File: src/rtl/state_pkg.sv
// Shared types and constants for the PS/2 keyboard movement controller.
// Optional feature macro: KEYBOARD_WASD_EN (the WASD alias codes live here
// unconditionally; only keyboard_move_ctl decides whether to decode them).
package state_pkg;

    // Receiver frame FSM states
    typedef enum logic [1:0] {
        IDLE_RX = 2'd0,
        DATA    = 2'd1,
        PARITY  = 2'd2,
        STOP    = 2'd3
    } Ps2State;

    // Most recently pressed direction, used to arbitrate left/right
    typedef enum logic {
        DIR_LEFT  = 1'b0,
        DIR_RIGHT = 1'b1
    } dir_e;

    // Scan code set 2 values
    localparam logic [7:0] KEY_EXT   = 8'hE0;
    localparam logic [7:0] KEY_BRK   = 8'hF0;
    localparam logic [7:0] KEY_LEFT  = 8'h6B;
    localparam logic [7:0] KEY_RIGHT = 8'h74;
    localparam logic [7:0] KEY_SPACE = 8'h29;
    localparam logic [7:0] KEY_A     = 8'h1C;
    localparam logic [7:0] KEY_D     = 8'h23;
    localparam logic [7:0] KEY_W     = 8'h1D;

    // True when data plus parity bit carry an odd number of ones
    function automatic logic odd_parity_ok(input logic [7:0] data, input logic par);
        return ^{data, par};
    endfunction

endpackage

File: src/rtl/keyboard_move_ctl_ps2_rx.sv
// PS/2 frame receiver: pin synchronisers, falling-edge detect, 11-bit frame
// FSM and a mid-frame watchdog. Emits one-cycle byte_valid / frame_err pulses.
// Optional feature macro: KEYBOARD_WASD_EN (not used in this file).
module ps2_rx
    import state_pkg::*;
#(
    parameter int unsigned TIMEOUT_CYCLES = 65000
) (
    input  logic       clk,
    input  logic       rst_n,
    input  logic       ps2_clk,
    input  logic       ps2_data,
    output logic       byte_valid,
    output logic [7:0] byte_data,
    output logic       frame_err
);

    localparam int unsigned     WD_W   = $clog2(TIMEOUT_CYCLES + 1);
    localparam logic [WD_W-1:0] WD_MAX = WD_W'(TIMEOUT_CYCLES);

    logic [1:0]      clk_sync_q;
    logic [1:0]      data_sync_q;
    logic            clk_prev_q;
    logic            fall_q;
    logic            bit_q;

    Ps2State         state_q, state_d;
    logic [2:0]      cnt_q, cnt_d;
    logic [7:0]      shift_q, shift_d;
    logic            parity_q, parity_d;
    logic [WD_W-1:0] wd_q, wd_d;
    logic            byte_valid_q, byte_valid_d;
    logic            frame_err_q, frame_err_d;

    // Two-flop synchronisers, then a registered falling-edge pulse with the data bit aligned to it
    always_ff @(posedge clk or negedge rst_n) begin
        if (!rst_n) begin
            clk_sync_q  <= '0;
            data_sync_q <= '0;
            clk_prev_q  <= 1'b0;
            fall_q      <= 1'b0;
            bit_q       <= 1'b0;
        end else begin
            // NOTE: non-blocking assignments so every flop samples the pre-edge value; blocking here would collapse the synchroniser chain.
            clk_sync_q  <= {clk_sync_q[0], ps2_clk};
            data_sync_q <= {data_sync_q[0], ps2_data};
            clk_prev_q  <= clk_sync_q[1];
            fall_q      <= clk_prev_q & ~clk_sync_q[1];
            bit_q       <= data_sync_q[1];
        end
    end

    // Frame FSM and watchdog next-state logic
    always_comb begin
        // NOTE: every output of this block gets a default first, otherwise untaken branches infer latches.
        state_d      = state_q;
        cnt_d        = cnt_q;
        shift_d      = shift_q;
        parity_d     = parity_q;
        wd_d         = wd_q;
        byte_valid_d = 1'b0;
        frame_err_d  = 1'b0;

        if (fall_q) begin
            wd_d = '0;
            unique case (state_q)
                IDLE_RX: begin
                    // A high bit while idle is line noise, not a start bit
                    if (!bit_q) begin
                        state_d = DATA;
                        cnt_d   = 3'd0;
                    end
                end
                DATA: begin
                    shift_d = {bit_q, shift_q[7:1]};
                    cnt_d   = cnt_q + 3'd1;
                    if (cnt_q == 3'd7) state_d = PARITY;
                end
                PARITY: begin
                    parity_d = bit_q;
                    state_d  = STOP;
                end
                STOP: begin
                    if (bit_q && odd_parity_ok(shift_q, parity_q)) byte_valid_d = 1'b1;
                    else                                            frame_err_d  = 1'b1;
                    state_d = IDLE_RX;
                end
                default: state_d = IDLE_RX;
            endcase
        end else if (state_q != IDLE_RX) begin
            // Watchdog runs only mid-frame and stops at its limit instead of wrapping
            if (wd_q >= WD_MAX) begin
                state_d     = IDLE_RX;
                frame_err_d = 1'b1;
                shift_d     = '0;
                wd_d        = '0;
            end else begin
                wd_d = wd_q + 1'b1;
            end
        end else begin
            wd_d = '0;
        end
    end

    // Frame FSM state register
    always_ff @(posedge clk or negedge rst_n) begin
        if (!rst_n) begin
            state_q      <= IDLE_RX;
            cnt_q        <= '0;
            shift_q      <= '0;
            parity_q     <= 1'b0;
            wd_q         <= '0;
            byte_valid_q <= 1'b0;
            frame_err_q  <= 1'b0;
        end else begin
            state_q      <= state_d;
            cnt_q        <= cnt_d;
            shift_q      <= shift_d;
            parity_q     <= parity_d;
            wd_q         <= wd_d;
            byte_valid_q <= byte_valid_d;
            frame_err_q  <= frame_err_d;
        end
    end

    // The shift register is untouched in STOP, so it still holds the byte while byte_valid is high
    assign byte_valid = byte_valid_q;
    assign byte_data  = shift_q;
    assign frame_err  = frame_err_q;

endmodule

File: src/rtl/keyboard_move_ctl.sv
// PS/2 keyboard to movement levels: decodes scan code set 2 make/break
// sequences into held bits for left, right and action, with a
// most-recent-wins rule between left and right.
// Optional feature macro: KEYBOARD_WASD_EN adds A/D/W as aliases of
// left/right/action.
module keyboard_move_ctl
    import state_pkg::*;
#(
    parameter int unsigned TIMEOUT_CYCLES = 65000
) (
    input  logic clk,
    input  logic rst_n,
    input  logic ps2_clk,
    input  logic ps2_data,
    output logic m_left,
    output logic m_right,
    output logic button_pressed,
    output logic frame_err
);

    logic       byte_valid;
    logic [7:0] byte_data;

    ps2_rx #(
        .TIMEOUT_CYCLES (TIMEOUT_CYCLES)
    ) u_rx (
        .clk        (clk),
        .rst_n      (rst_n),
        .ps2_clk    (ps2_clk),
        .ps2_data   (ps2_data),
        .byte_valid (byte_valid),
        .byte_data  (byte_data),
        .frame_err  (frame_err)
    );

    logic ext_q, ext_d;
    logic brk_q, brk_d;
    logic held_left_q, held_left_d;
    logic held_right_q, held_right_d;
    logic held_space_q, held_space_d;
`ifdef KEYBOARD_WASD_EN
    logic held_a_q, held_a_d;
    logic held_d_q, held_d_d;
    logic held_w_q, held_w_d;
`endif
    dir_e last_dir_q, last_dir_d;
    logic m_left_q, m_left_d;
    logic m_right_q, m_right_d;
    logic button_q, button_d;
    logic dir_l_q, dir_l_d;
    logic dir_r_q, dir_r_d;
    logic make;

    // Prefix flags, held-bit updates and left/right arbitration
    always_comb begin
        ext_d        = ext_q;
        brk_d        = brk_q;
        held_left_d  = held_left_q;
        held_right_d = held_right_q;
        held_space_d = held_space_q;
`ifdef KEYBOARD_WASD_EN
        held_a_d     = held_a_q;
        held_d_d     = held_d_q;
        held_w_d     = held_w_q;
`endif
        make = ~brk_q;

        if (byte_valid) begin
            if (byte_data == KEY_EXT) begin
                ext_d = 1'b1;
            end else if (byte_data == KEY_BRK) begin
                brk_d = 1'b1;
            end else begin
                // Any other byte is a key code; it always consumes both prefixes
                if (ext_q) begin
                    if (byte_data == KEY_LEFT)  held_left_d  = make;
                    if (byte_data == KEY_RIGHT) held_right_d = make;
                end else begin
                    // Un-prefixed 6B/74 are numpad keys and fall through unmatched
                    if (byte_data == KEY_SPACE) held_space_d = make;
`ifdef KEYBOARD_WASD_EN
                    if (byte_data == KEY_A)     held_a_d     = make;
                    if (byte_data == KEY_D)     held_d_d     = make;
                    if (byte_data == KEY_W)     held_w_d     = make;
`endif
                end
                ext_d = 1'b0;
                brk_d = 1'b0;
            end
        end

`ifdef KEYBOARD_WASD_EN
        dir_l_q  = held_left_q  | held_a_q;
        dir_r_q  = held_right_q | held_d_q;
        dir_l_d  = held_left_d  | held_a_d;
        dir_r_d  = held_right_d | held_d_d;
        button_d = held_space_d | held_w_d;
`else
        dir_l_q  = held_left_q;
        dir_r_q  = held_right_q;
        dir_l_d  = held_left_d;
        dir_r_d  = held_right_d;
        button_d = held_space_d;
`endif

        // Only a fresh press of a direction claims priority; repeats leave it alone
        last_dir_d = last_dir_q;
        if (dir_l_d && !dir_l_q) last_dir_d = DIR_LEFT;
        if (dir_r_d && !dir_r_q) last_dir_d = DIR_RIGHT;

        m_left_d  = dir_l_d && (!dir_r_d || last_dir_d == DIR_LEFT);
        m_right_d = dir_r_d && (!dir_l_d || last_dir_d == DIR_RIGHT);
    end

    // Decoder state and registered output levels
    always_ff @(posedge clk or negedge rst_n) begin
        if (!rst_n) begin
            ext_q        <= 1'b0;
            brk_q        <= 1'b0;
            held_left_q  <= 1'b0;
            held_right_q <= 1'b0;
            held_space_q <= 1'b0;
`ifdef KEYBOARD_WASD_EN
            held_a_q     <= 1'b0;
            held_d_q     <= 1'b0;
            held_w_q     <= 1'b0;
`endif
            last_dir_q   <= DIR_LEFT;
            m_left_q     <= 1'b0;
            m_right_q    <= 1'b0;
            button_q     <= 1'b0;
        end else begin
            ext_q        <= ext_d;
            brk_q        <= brk_d;
            held_left_q  <= held_left_d;
            held_right_q <= held_right_d;
            held_space_q <= held_space_d;
`ifdef KEYBOARD_WASD_EN
            held_a_q     <= held_a_d;
            held_d_q     <= held_d_d;
            held_w_q     <= held_w_d;
`endif
            last_dir_q   <= last_dir_d;
            m_left_q     <= m_left_d;
            m_right_q    <= m_right_d;
            button_q     <= button_d;
        end
    end

    assign m_left         = m_left_q;
    assign m_right        = m_right_q;
    assign button_pressed = button_q;

endmodule
File: config.mk
export PLATFORM = sky130hd
export DESIGN_NAME = keyboard_move_ctl
export DESIGN_NICKNAME = d
export VERILOG_FILES = /design/src/rtl/state_pkg.sv /design/src/rtl/keyboard_move_ctl_ps2_rx.sv /design/src/rtl/keyboard_move_ctl.sv
export SDC_FILE = /design/constraint.sdc
export NUM_CORES = 1
export LEC_CHECK = 0
export CAP_MARGIN = 20
export CORE_UTILIZATION = 40
export CTS_CLUSTER_DIAMETER = 200
export DETAILED_ROUTE_END_ITERATION = 10
export GPL_TIMING_DRIVEN = 0
export SYNTH_ARGS = -nofsm -noshare
export SYNTH_HDL_FRONTEND = slang
export SYNTH_SLANG_ARGS = --single-unit
File: constraint.sdc
create_clock -name clk -period 4.4 [get_ports clk]
set_clock_uncertainty 0.2 [all_clocks]
set_input_delay 1.32 -clock clk [delete_from_list [all_inputs] [get_ports clk]]
set_output_delay 1.32 -clock clk [all_outputs]
set_load 0.05 [all_outputs]
==> impl_metrics.json, run 1 <==
{
  "track_usage_pct": 14.16,
  "path_cells": "clkdlybuf4s50_1",
  "synth_edf_count": 0,
  "cp-end-kind": "output pin",
  "drcViolationCount": 0,
  "seqPwrFrac_pct": 49.1,
  "use_met1_pct": 19.62,
  "synthAdderAreaFrac_pct": 4.313,
  "synth_top_family_by_area": "simple AND/OR/NAND/NOR gates",
  "tns_ns": 0,
  "post_cts_resized": 0,
  "setup_violations": 0,
  "io_pins": 8,
  "grtUsageMet3_pct": 3.488,
  "final_util_pct": 46.86,
  "instances_no_fill": 310,
  "htree_levels": 2,
  "crit_arrival_ns": 1.44,
  "yosysSeqAreaShare_pct": 50.67,
  "syn-instance-count": 222,
  "hold_buffers": 0,
  "post_cts_buffers": 0,
  "tightest_slew_ns": 0.5270,
  "synth.avg_cell_area_um2": 10.45,
  "clk_latency_ns": 0.29,
  "start_util_pct": 41.89,
  "portBuffers": 7,
  "synthMostInstantiatedCell": "dfrtp_1",
  "p_per_area_nw_per_um2": 462.8,
  "ys_ff_latch": 47,
  "synth_xor_area_share_pct": 7.224,
  "critical_path_buf_inv_count": 1,
  "finalCritPeriodShare_pct": 67.32,
  "routed_wl_um": 3779,
  "switching_share_pct": 32.54,
  "final_antenna_net_count": 0,
  "p_leak_uw": 0.001146,
  "num_rows": 27,
  "syn_to_final_growth_pct": 11.86,
  "max_cap_viol_count": 0,
  "grt.busiest_layer": "met2",
  "post-synth-top-area-cell": "dfrtp_1",
  "coreArea_um2": 5540,
  "wire_per_inst_um": 12.19,
  "vias": 1559,
  "clk_pin_slew_worst_paths_ns": 0.08,
  "numCtsBuffers": 5,
  "slew_headroom_pct": 64.60,
  "grt_pass1_wl_um": 6755,
  "synth_compound_area_share_pct": 10.40,
  "drive_gt1_share_pct": 9.664,
  "yosysTopAreaCellShare_pct": 50.67,
  "cts_sinks": 47,
  "die_x_um": 78.18,
  "grt_max_degree": 35,
  "crit_slowest_cell": "clkdlybuf4s50_1",
  "syn_area_um2": 2321,
  "diodes": 0,
  "drv_slew": 0,
  "period_needed_ns": 2.962,
  "nNetsFinal": 249,
  "power_frac_comb_pct": 27.9,
  "intPower_uw": 810.6,
  "die_y_um": 78.18,
  "clock.fmax_ghz": 0.3376,
  "rsz0062_at_grt": "false",
  "grt_antenna_before_repair": 0,
  "clockRootBuffer": "clkbuf_8",
  "netlist_top_cells_area": "dfrtp_1 51%, nand2_1 5.0%, ha_1 4.3%",
  "synth_fp_nets": 234,
  "dieArea_um2": 6111,
  "grt_overflow": 0,
  "synth_top_flop_cell": "dfrtp_1",
  "critPathLaunchType": "flop",
  "worstSetupPathType": "flop to output pin",
  "synth_commonest_cells": "47 x dfrtp_1, 31 x nand2_1, 16 x nor2_1",
  "cts_tree": "done",
  "synthSimpleGateAreaFrac_pct": 22.53,
  "drtIter0Drc": 125,
  "yosys_warnings": 0,
  "synthMuxAreaShare_pct": 2.480,
  "async_reset_ff_share_pct": 100.0,
  "dp_hpwl_um": 2748,
  "cts.path.max_buffers": 2,
  "gp_congestion": 0.7716,
  "grt_pass1_vias": 1454,
  "first_pass_iters": 4,
  "path_max_fanout": 2,
  "ir_worst_vdd_mv": 0.2350,
  "crit_path_max_incr_delay_ns": 0.80,
  "vias_per_cell": 5.029,
  "synth.distinct_cells": 46,
  "p_sw_uw": 391.0,
  "finalHoldViolations": 0,
  "worst_hold_path_type": "flop to flop",
  "place_inst": 302,
  "cp_data_required_time_ns": 2.88,
  "pwr-share-clk_pct": 23.0,
  "whs_ns": 0.1528,
  "path_delay_family": "buffers and inverters",
  "met2_usage_pct": 21.58,
  "status": "finished clean"
}
==> sequential cells by signal, indices dropped and copies added (netlist names), 2 cells and up <==
| name | count |
|---|---|
| u_rx.data_sync_q | 2 |
| u_rx.clk_sync_q | 2 |
| u_rx.byte_data | 8 |
| u_rx.cnt_q | 3 |
| u_rx.state_q | 2 |
| u_rx.wd_q | 16 |
==> layout make-up <==
cell class	instances	area (um2)
plain buffers	5	21.27
clock buffers	8	100.1
fillers	545	2944
inverters	9	33.78
multi-input cells	161	1090
flip-flops and latches	47	1176
well taps	72	90.09
repair buffers	8	85.08
==> routing by layer <==
metal	wire length, um	share of wire, %
met1	1930	51
met2	1692	45
met3	100	2.6
met4	55	1.5
met5	0	0
==> path summary, 6_finish.rpt <==
| check | cells after the start | endpoint | slack (ns) | from |
|---|---|---|---|---|
| max in group asynchronous | 2 | u_rx.data_sync_q[1] | 2.79 | rst_n |
| worst max register to register | 6 | u_rx.wd_q[5] | 2.35 | u_rx.wd_q[5] |
| worst min-delay path | 0 | u_rx.clk_sync_q[1] | 0.15 | u_rx.clk_sync_q[0] |
| worst min register to register | 0 | u_rx.clk_sync_q[1] | 0.15 | u_rx.clk_sync_q[0] |
| min in group asynchronous | 1 | u_rx.byte_data[3] | 0.72 | rst_n |
| worst max-delay path | 1 | button_pressed | 1.44 | button_pressed |
==> power by group through the flow <==
| stage | combinational, uW | clock [uW] | sequential [uW] |
|---|---|---|---|
| 2_1_floorplan | 270 | 0 | 580 |
| 3_3_place_gp | 330 | 0 | 596 |
| 3_5_place_dp | 338 | 0 | 599 |
| 4_1_cts | 341 | 292 | 590 |
| 5_1_grt | 383 | 309 | 603 |
| 6_report | 336 | 276 | 589 |
==> layout by cell type, fill, tap and decap left out, drive strengths merged, types with 4 or more instances in the layout <==
cell type	n
dfrtp	47
nand2	31
nor2	16
o21ai	15
clkbuf	11
xor2	10
inv	9
a21oi	8
ha	8
nand3	8
nand4	6
nor2b	6
clkdlybuf4s50	6
and4	4
xnor2	4
buf	4
==> per-stage QoR <==
| stage | setup WS [ns] | cell area (um2) | power [uW] |
|---|---|---|---|
| after floorplan | 2.282 | 2321 | 849.9 |
| after global placement | 0.4678 | 2481 | 926.1 |
| after detailed placement | 1.756 | 2496 | 937.1 |
| after CTS | 1.421 | 2596 | 1223 |
| after global routing | 1.384 | 2596 | 1295 |
| final | 1.438 | 2596 | 1202 |
==> kinds of logic (layout without fill, tap and decap cells) <==
logic type,count (synthesis),count (layout)
compound gates,39,39
xor+xnor,16,16
fa+ha+maj,8,8
buf+inv,14,30
flops,47,47
mux,5,5
simple gates,93,93
Note: power is estimated with default switching activity, not from simulation.
==> inputs of run 2 (changes only) <==
==> constraint.sdc (replaced) <==
create_clock -name clk -period 2.9 [get_ports clk]
set_clock_uncertainty 0.2 [all_clocks]
set_input_delay 0.87 -clock clk [delete_from_list [all_inputs] [get_ports clk]]
set_output_delay 0.87 -clock clk [all_outputs]
set_load 0.05 [all_outputs]
==> results of run 2 <==
Same layout as run 1 (identical final DEF). Status: finished clean.
Main changes from that run: setup slack after placement 1.756 ns -> 0.7064 ns; setup slack after layout 1.438 ns -> 0.3881 ns; register-to-register setup slack 2.35 ns -> 0.85 ns; total power 1202 uW -> 1823 uW; worst IR drop on VDD 0.2350 mV -> 0.3566 mV
